--- config.mk ---
export PLATFORM = sky130hd
export DESIGN_NAME = key_expansion
export DESIGN_NICKNAME = d
export VERILOG_FILES = /design/src/rtl/key_expansion.sv
export SDC_FILE = /design/constraint.sdc
export NUM_CORES = 2
export LEC_CHECK = 0
export BUFFER_PORTS_ARGS = -buffer_cell sky130_fd_sc_hd__buf_4
export CAP_MARGIN = 10
export CELL_PAD_IN_SITES_DETAIL_PLACEMENT = 0
export CELL_PAD_IN_SITES_GLOBAL_PLACEMENT = 1
export CORE_ASPECT_RATIO = 0.5
export CORE_MARGIN = 4
export CORE_UTILIZATION = 42
export CTS_CLUSTER_SIZE = 40
export DETAILED_ROUTE_END_ITERATION = 10
export PLACE_DENSITY_LB_ADDON = 0.1
export SLEW_MARGIN = 20
export SYNTH_ARGS = -nofsm -noshare
export SYNTH_HDL_FRONTEND = slang
export SYNTH_SLANG_ARGS = --single-unit
--- constraint.sdc ---
create_clock -name clk -period 18 [get_ports clk]
set_input_delay 4.5 -clock clk [delete_from_list [all_inputs] [get_ports clk]]
set_output_delay 4.5 -clock clk [all_outputs]
set_load 0.005 [all_outputs]
--- src/rtl/key_expansion.sv ---
// key_expansion: AES-128 key schedule with an 11-entry round key store.

// aes_sbox: combinational AES forward S-box lookup.
module aes_sbox (
    input  logic [7:0] byte_val,
    output logic [7:0] sub_val
);
    localparam logic [7:0] sbox_table [256] = '{
        8'h63, 8'h7c, 8'h77, 8'h7b, 8'hf2, 8'h6b, 8'h6f, 8'hc5, 8'h30, 8'h01, 8'h67, 8'h2b, 8'hfe, 8'hd7, 8'hab, 8'h76,
        8'hca, 8'h82, 8'hc9, 8'h7d, 8'hfa, 8'h59, 8'h47, 8'hf0, 8'had, 8'hd4, 8'ha2, 8'haf, 8'h9c, 8'ha4, 8'h72, 8'hc0,
        8'hb7, 8'hfd, 8'h93, 8'h26, 8'h36, 8'h3f, 8'hf7, 8'hcc, 8'h34, 8'ha5, 8'he5, 8'hf1, 8'h71, 8'hd8, 8'h31, 8'h15,
        8'h04, 8'hc7, 8'h23, 8'hc3, 8'h18, 8'h96, 8'h05, 8'h9a, 8'h07, 8'h12, 8'h80, 8'he2, 8'heb, 8'h27, 8'hb2, 8'h75,
        8'h09, 8'h83, 8'h2c, 8'h1a, 8'h1b, 8'h6e, 8'h5a, 8'ha0, 8'h52, 8'h3b, 8'hd6, 8'hb3, 8'h29, 8'he3, 8'h2f, 8'h84,
        8'h53, 8'hd1, 8'h00, 8'hed, 8'h20, 8'hfc, 8'hb1, 8'h5b, 8'h6a, 8'hcb, 8'hbe, 8'h39, 8'h4a, 8'h4c, 8'h58, 8'hcf,
        8'hd0, 8'hef, 8'haa, 8'hfb, 8'h43, 8'h4d, 8'h33, 8'h85, 8'h45, 8'hf9, 8'h02, 8'h7f, 8'h50, 8'h3c, 8'h9f, 8'ha8,
        8'h51, 8'ha3, 8'h40, 8'h8f, 8'h92, 8'h9d, 8'h38, 8'hf5, 8'hbc, 8'hb6, 8'hda, 8'h21, 8'h10, 8'hff, 8'hf3, 8'hd2,
        8'hcd, 8'h0c, 8'h13, 8'hec, 8'h5f, 8'h97, 8'h44, 8'h17, 8'hc4, 8'ha7, 8'h7e, 8'h3d, 8'h64, 8'h5d, 8'h19, 8'h73,
        8'h60, 8'h81, 8'h4f, 8'hdc, 8'h22, 8'h2a, 8'h90, 8'h88, 8'h46, 8'hee, 8'hb8, 8'h14, 8'hde, 8'h5e, 8'h0b, 8'hdb,
        8'he0, 8'h32, 8'h3a, 8'h0a, 8'h49, 8'h06, 8'h24, 8'h5c, 8'hc2, 8'hd3, 8'hac, 8'h62, 8'h91, 8'h95, 8'he4, 8'h79,
        8'he7, 8'hc8, 8'h37, 8'h6d, 8'h8d, 8'hd5, 8'h4e, 8'ha9, 8'h6c, 8'h56, 8'hf4, 8'hea, 8'h65, 8'h7a, 8'hae, 8'h08,
        8'hba, 8'h78, 8'h25, 8'h2e, 8'h1c, 8'ha6, 8'hb4, 8'hc6, 8'he8, 8'hdd, 8'h74, 8'h1f, 8'h4b, 8'hbd, 8'h8b, 8'h8a,
        8'h70, 8'h3e, 8'hb5, 8'h66, 8'h48, 8'h03, 8'hf6, 8'h0e, 8'h61, 8'h35, 8'h57, 8'hb9, 8'h86, 8'hc1, 8'h1d, 8'h9e,
        8'he1, 8'hf8, 8'h98, 8'h11, 8'h69, 8'hd9, 8'h8e, 8'h94, 8'h9b, 8'h1e, 8'h87, 8'he9, 8'hce, 8'h55, 8'h28, 8'hdf,
        8'h8c, 8'ha1, 8'h89, 8'h0d, 8'hbf, 8'he6, 8'h42, 8'h68, 8'h41, 8'h99, 8'h2d, 8'h0f, 8'hb0, 8'h54, 8'hbb, 8'h16
    };
    assign sub_val = sbox_table[byte_val];
endmodule

module key_expansion (
    input  logic             clk,
    input  logic             n_rst,
    input  logic             start,
    input  logic [0:3][31:0] cipher_key,
    input  logic [3:0]       round_sel,
    output logic [0:3][31:0] round_key,
    output logic             busy,
    output logic             keys_ready
);
    typedef enum logic [1:0] {IDLE, EXPAND, READY} state_t;

    state_t          state;
    logic [0:3][31:0] key_mem [11];
    logic [3:0]      rnd;
    logic [7:0]      rcon;
    logic [0:3][31:0] prev;
    logic [0:3][31:0] next_key;
    logic [31:0]     rot;
    logic [31:0]     sub;
    logic [31:0]     t;
    logic [3:0]      prev_idx;

    assign prev_idx = rnd - 4'd1;
    assign prev     = key_mem[prev_idx];
    assign rot      = {prev[3][23:0], prev[3][31:24]};

    genvar i;
    generate
        for (i = 0; i < 4; i++) begin : g_sbox
            aes_sbox u_sbox (.byte_val(rot[8*i +: 8]), .sub_val(sub[8*i +: 8]));
        end
    endgenerate

    assign t = sub ^ {rcon, 24'h0};

    // Next round key: each word chains off the one just derived.
    always_comb begin
        next_key[0] = prev[0] ^ t;
        next_key[1] = prev[1] ^ next_key[0];
        next_key[2] = prev[2] ^ next_key[1];
        next_key[3] = prev[3] ^ next_key[2];
    end

    // Selected key is only visible once the whole schedule is valid.
    always_comb begin
        round_key = '0;
        if (keys_ready && round_sel <= 4'd10) round_key = key_mem[round_sel];
    end

    // Control FSM, key store, round counter and rcon sequence.
    always_ff @(posedge clk or negedge n_rst) begin
        if (!n_rst) begin
            state      <= IDLE;
            busy       <= 1'b0;
            keys_ready <= 1'b0;
            rnd        <= 4'd0;
            rcon       <= 8'h01;
            for (int k = 0; k < 11; k++) key_mem[k] <= '0;
        end else begin
            case (state)
                EXPAND: begin
                    key_mem[rnd] <= next_key;
                    rnd          <= rnd + 4'd1;
                    rcon         <= {rcon[6:0], 1'b0} ^ (rcon[7] ? 8'h1b : 8'h00);
                    if (rnd == 4'd10) begin
                        state      <= READY;
                        busy       <= 1'b0;
                        keys_ready <= 1'b1;
                    end
                end
                IDLE, READY: begin
                    if (start) begin
                        key_mem[0] <= cipher_key;
                        rcon       <= 8'h01;
                        rnd        <= 4'd1;
                        state      <= EXPAND;
                        busy       <= 1'b1;
                        keys_ready <= 1'b0;
                    end
                end
                default: state <= IDLE;
            endcase
        end
    end
endmodule

Word level (Yosys, flattened, before mapping)
Memory sizes are Yosys's and may differ from the RTL's.
Index checks and enable logic that the tools add are counted.

storage, ports and cells
  flip-flop bits (word level) = 1424
  bits in latches = 0
  bits in writable memories = 0
  ROM bits = 8192
  bits of input ports = 135
  output and inout port bits = 130
  logic and storage cells = 124
  memories kept = 4

operators by class
  $add $sub $neg = 2
  multipliers = 0
  divide/modulo/power cells = 0
  magnitude comparators = 9
  equality and inequality tests = 5
  shifts and indexed selects = 0
  mux-type cells = 34
  bitwise gates (word level) = 13
  reductions and logical operators = 8

memories
  memory           words  bits a word  rd ports  clocked after Yosys merged registers in  wr ports  line  text
  (no name shown)  256    8            1         0                                        0         26    assign sub_val = sbox_table[byte_val];
  (no name shown)  256    8            1         0                                        0         26
  (no name shown)  256    8            1         0                                        0         26
  (no name shown)  256    8            1         0                                        0         26

operators with widths
  kind                                                         count
  bitwise mux 1408 bit                                         1
  binary-select mux 128 bit (select 4 bit)                     2
  2-to-1 mux 128 bit                                           7
  demux 128 bit (select 4 bit)                                 1
  case mux 128 bit (2 select lines)                            1
  XOR 32 bit                                                   5
  2-to-1 mux 8 bit                                             9
  >= comparator 9 bit (second input constant)                  4
  inverter 8 -> 9 bit                                          4
  case mux 8 bit (2 select lines)                              1
  >= comparator 5 bit (second input constant)                  3
  inverter 4 -> 5 bit                                          3
  case mux 4 bit (2 select lines)                              1
  XOR 8 x 5 -> 8 bit                                           1
  less-than comparator 5 x 1 -> 1 bit (second input constant)  1
  2-to-1 mux 5 bit                                             1
  adder 4 x 1 -> 4 bit (second input constant)                 1
  == test 4 bit (second input constant)                        1
  less-or-equal comparator 4 bit (second input constant)       1
  2-to-1 mux 1 bit                                             4
  2-to-1 mux 2 bit                                             2
  2-to-1 mux 4 bit                                             1
  inequality test 2 bit (second input constant)                2
  case mux 1 bit (2 select lines)                              2
  10 further kinds                                             12

Longest topological paths before layout
  depth in word-level cells = 16
  mapped depth = 37
  mapped depth without buffers = 20

Cells and area by module
A second synthesis with hierarchy kept.

unflattened totals
  cell total of the unflattened synthesis = 9686
  area, all modules = 90067.6 µm²

modules (own cells, without submodules)
  module                       times used  cells each  area each (µm²)  seq. area each (µm²)
  key_expansion                1           7569        76966.3          35635.4
  aes_sbox (g_sbox[1].u_sbox)  1           530         3335.7           0.0
  aes_sbox (g_sbox[2].u_sbox)  1           530         3326.9           0.0
  aes_sbox (g_sbox[0].u_sbox)  1           525         3221.8           0.0
  aes_sbox (g_sbox[3].u_sbox)  1           532         3216.8           0.0

Worst setup path before layout
Ideal clock, no wire load.

  kind = input-to-output
  start = input round_sel[0]
  end = output round_key[100] in the netlist's numbering
  arrival = 6.737 ns
  required time = 13.500 ns
  path slack = 6.763 ns
  stages = 7
  buffers on the path = 4
  cell sequence = clkbuf_1 -> clkbuf_1 -> buf_1 -> buf_1 -> mux4_2 -> a21oi_1 -> nor2_1

RTL lines
  item         line  text
  from (decl)  34    input logic [3:0] round_sel,
  to (decl)    35    output logic [0:3][31:0] round_key,

==> impl_metrics.csv <==
group,metric,value,unit
global_routing,grt_pass1_vias,81300,
floorplan,die_w,673,um
logic_synthesis,synthFlopType,"dfrtp_1",
floorplan,fp-row-count,121,
layout,final_common_cell,"nand2_1",
critical_path,crit_path_end_kind,"output port",
critical_path,path_class,"in -> out",
placed_design,pre_cts_ws,5.49,ns
clocking,cts_resized,0,
floorplan,core-area,219000,um2
clocking,postCtsSetupBuffers,0,
floorplan,die_y,340,um
clocking,htreeDepth,4,
clocking,cts-root-buf,"clkbuf_16",
sta,timing.slew.headroom,14.5,%
placed_design,port_buffers,264,
clocking,cts_hold_buf,0,
drt,wl_per_cell,32.5,um
logic_synthesis,syn_avg_cell_area,9.02,um2
hold_path,hold_depth,2,
logic_synthesis,synth_fp_nets,10500,
global_routing,antenna_found_initial,10,
sta,fin_setup_tns,0,ns
layout,fin_util,46.6,%
sta,clock_skew,0.0696,ns
logic_synthesis,synth_cell_types,115,
placed_design,dpl-instance-area,96700,um2
hold_path,hp-class,"reg -> reg",
sta,tightest_slew,1.27,ns
logic_synthesis,synth_cells,10300,
clocking,numCtsBuffers,156,
sta,grt_setup_unrepaired,"no",
run_status,status,"completed",
critical_path,reg2reg_depth,20,
clocking,cts_num_sinks,1424,
clocking,cts_tree,"done",
layout,drive_above_1_share,15.5,%
drt,vias,85700,
clocking,clk_path_buf_depth,4,
hold_path,worstHoldStart,"busy$_DFFE_PN0P_",
drt,drt-initial-drc-count,11200,
global_routing,grt_usage,36.1,%
sta,maxSlewViolCount,0,
logic_synthesis,ys_warn_count,0,
clocking,path_clk_slew,0.06,ns
placed_design,dp_hpwl,264000,um
layout,final_area,102000,um2
placed_design,gp_congestion,0.990,
drt,post_drt_via_cell_ratio,6.59,
logic_synthesis,synth_area_leader_cell,"dfrtp_1",
layout,layout_common_cells,"nand2_1 (1947), o21ai_0 (1563), dfrtp_1 (1421)",
floorplan,die_area,229000,um2
sta,setup_viol,0,
global_routing,grt_pass1_wl,611000,um
critical_path,r2r-start,"rnd[0]$_DFFE_PN0P_",
logic_synthesis,synthTopCellsByArea,"dfrtp_1 (38%), mux4_2 (12%), o21ai_0 (8.5%)",
run,drv_cap,0,
sta,fin_ws,5.55,ns
floorplan,io_pins,265,
critical_path,startpoint_type,"input pin",
global_routing,grt_overflow,0,
critical_path,critPathArrivalTime,7.95,ns
sta,hold_violations,0,
drt,wl,423000,um
logic_synthesis,synth-seq-cells,1424,
drt,ant_nets,0,
logic_synthesis,synthArstFlopShare,100,%
logic_synthesis,syn_area,92800,um2
logic_synthesis,yosysTopAreaCellShare,38.4,%
drt,drc,0,
clocking,clkLatencyLatePin,0.84,ns
logic_synthesis,yosysSeqAreaShare,38.4,%
critical_path,crit_required,13.50,ns
sta,fmax,80.3,MHz
drt,drtPass1Iterations,8,
sta,fin_crit,12.45,ns
floorplan,start_util,42.5,%
layout,nets,10100,
layout,syn_to_final_growth,9.66,%
critical_path,path_max_fanout,86,
global_routing,grt_max_degree,166,
critical_path,r2r-end,"key_mem[898]$_DFFE_PN0P_",
logic_synthesis,synth_edf_count,0,
hold_path,worstHoldEndpoint,"busy$_DFFE_PN0P_",
critical_path,reg2reg_slack,8.28,ns
sta,fin_crit_sh,69.2,%
-- per-layer routing --
| metal | global-route usage (%) | up-vias | part of all wire [%] |
|---|---|---|---|
| li1 | - | 36700 | - |
| met1 | 51.4 | 43300 | 42 |
| met2 | 51.9 | 4724 | 42 |
| met3 | 11.2 | 867 | 12 |
| met4 | 12.3 | 8 | 3.9 |
| met5 | 0 | - | 0.018 |
-- how the worst max path moves through the flow --
stage | start | to | slack (ns)
4_1_cts | round_sel[0] | round_key[6] | 5.48
2_1_floorplan | round_sel[0] | round_key[100] | 6.76
3_3_place_gp | round_sel[0] | round_key[4] | 5.48
3_5_place_dp | round_sel[0] | round_key[6] | 5.49
5_1_grt | round_sel[0] | round_key[6] | 5.35
6_report | round_sel[0] | round_key[6] | 5.55
-- kinds of logic after synthesis --
group                    after synthesis  synth area share, %
flip-flops                          1424                 38.4
XOR/XNOR                             205                 2.07
multiplexers                         989                 17.6
AO/OA/AOI/OAI                       3252                 21.3
adder cells (fa/ha/maj)               60                0.809
buffers and inverters               1170                 5.77
AND/OR/NAND/NOR                     3191                 14.1
-- cell type report --
| class | instances | area (um2) |
|---|---|---|
| Fill cell | 21300 | 117000 |
| Multi-Input combinational cell | 7697 | 52500 |
| Tap cell | 2952 | 3690 |
| Clock inverter | 44 | 440 |
| Inverter | 72 | 288 |
| Clock buffer | 224 | 4550 |
| Antenna cell | 4 | 10.0 |
| Timing Repair Buffer | 587 | 4670 |
| Sequential cell | 1424 | 35600 |
-- worst max-delay path, cell delays in order --
cell and delay [ns]:
buf_8 0.39, buf_12 0.58, buf_4 0.77, mux4_2 0.59, mux2i_1 0.17, nor2_1 0.06, a21oi_1 0.46, nor2_1 0.14
buf_4 0.19
-- stage by stage --
step | instances | hold WS, ns
floorplan | 10300 | 0.458
global placement | 12700 | 0.467
detailed placement | 12700 | 0.477
CTS | 13000 | 0.493
global route | 13000 | 0.512
finish | 13000 | 0.489
-- registers in the layout, indices dropped and copies added (netlist names) --
| name | count |
|---|---|
| key_mem | 1408 |
| rcon | 8 |
| rnd | 4 |
| state | 2 |
| busy | 1 |
| keys_ready | 1 |
-- cell usage after synthesis, types with 30 or more instances --
| cell type | instances |
|---|---|
| a22oi_1 | 32 |
| nand4_1 | 37 |
| o21ai_1 | 58 |
| inv_1 | 62 |
| a221oi_1 | 105 |
| and2_1 | 30 |
| a31oi_1 | 91 |
| buf_4 | 82 |
| o311ai_0 | 40 |
| a211oi_1 | 86 |
| nand3_1 | 182 |
| nor2_1 | 685 |
| mux2i_1 | 422 |
| buf_6 | 51 |
| o21ai_0 | 1572 |
| o22ai_1 | 53 |
| nor3_1 | 125 |
| o31ai_1 | 41 |
| nand2_1 | 1961 |
| buf_2 | 195 |
| o221ai_1 | 54 |
| mux2_2 | 61 |
| buf_1 | 88 |
| dfrtp_1 | 1423 |
| clkbuf_1 | 680 |
| o21a_1 | 35 |
| o211ai_1 | 137 |
| mux4_2 | 506 |
| ha_1 | 60 |
| a21oi_1 | 568 |
| a311oi_1 | 37 |
| xnor2_1 | 131 |
| xor2_1 | 61 |
Power is not shown: default switching activity piles up to over one toggle a cycle in this logic, so the estimate is an artifact.
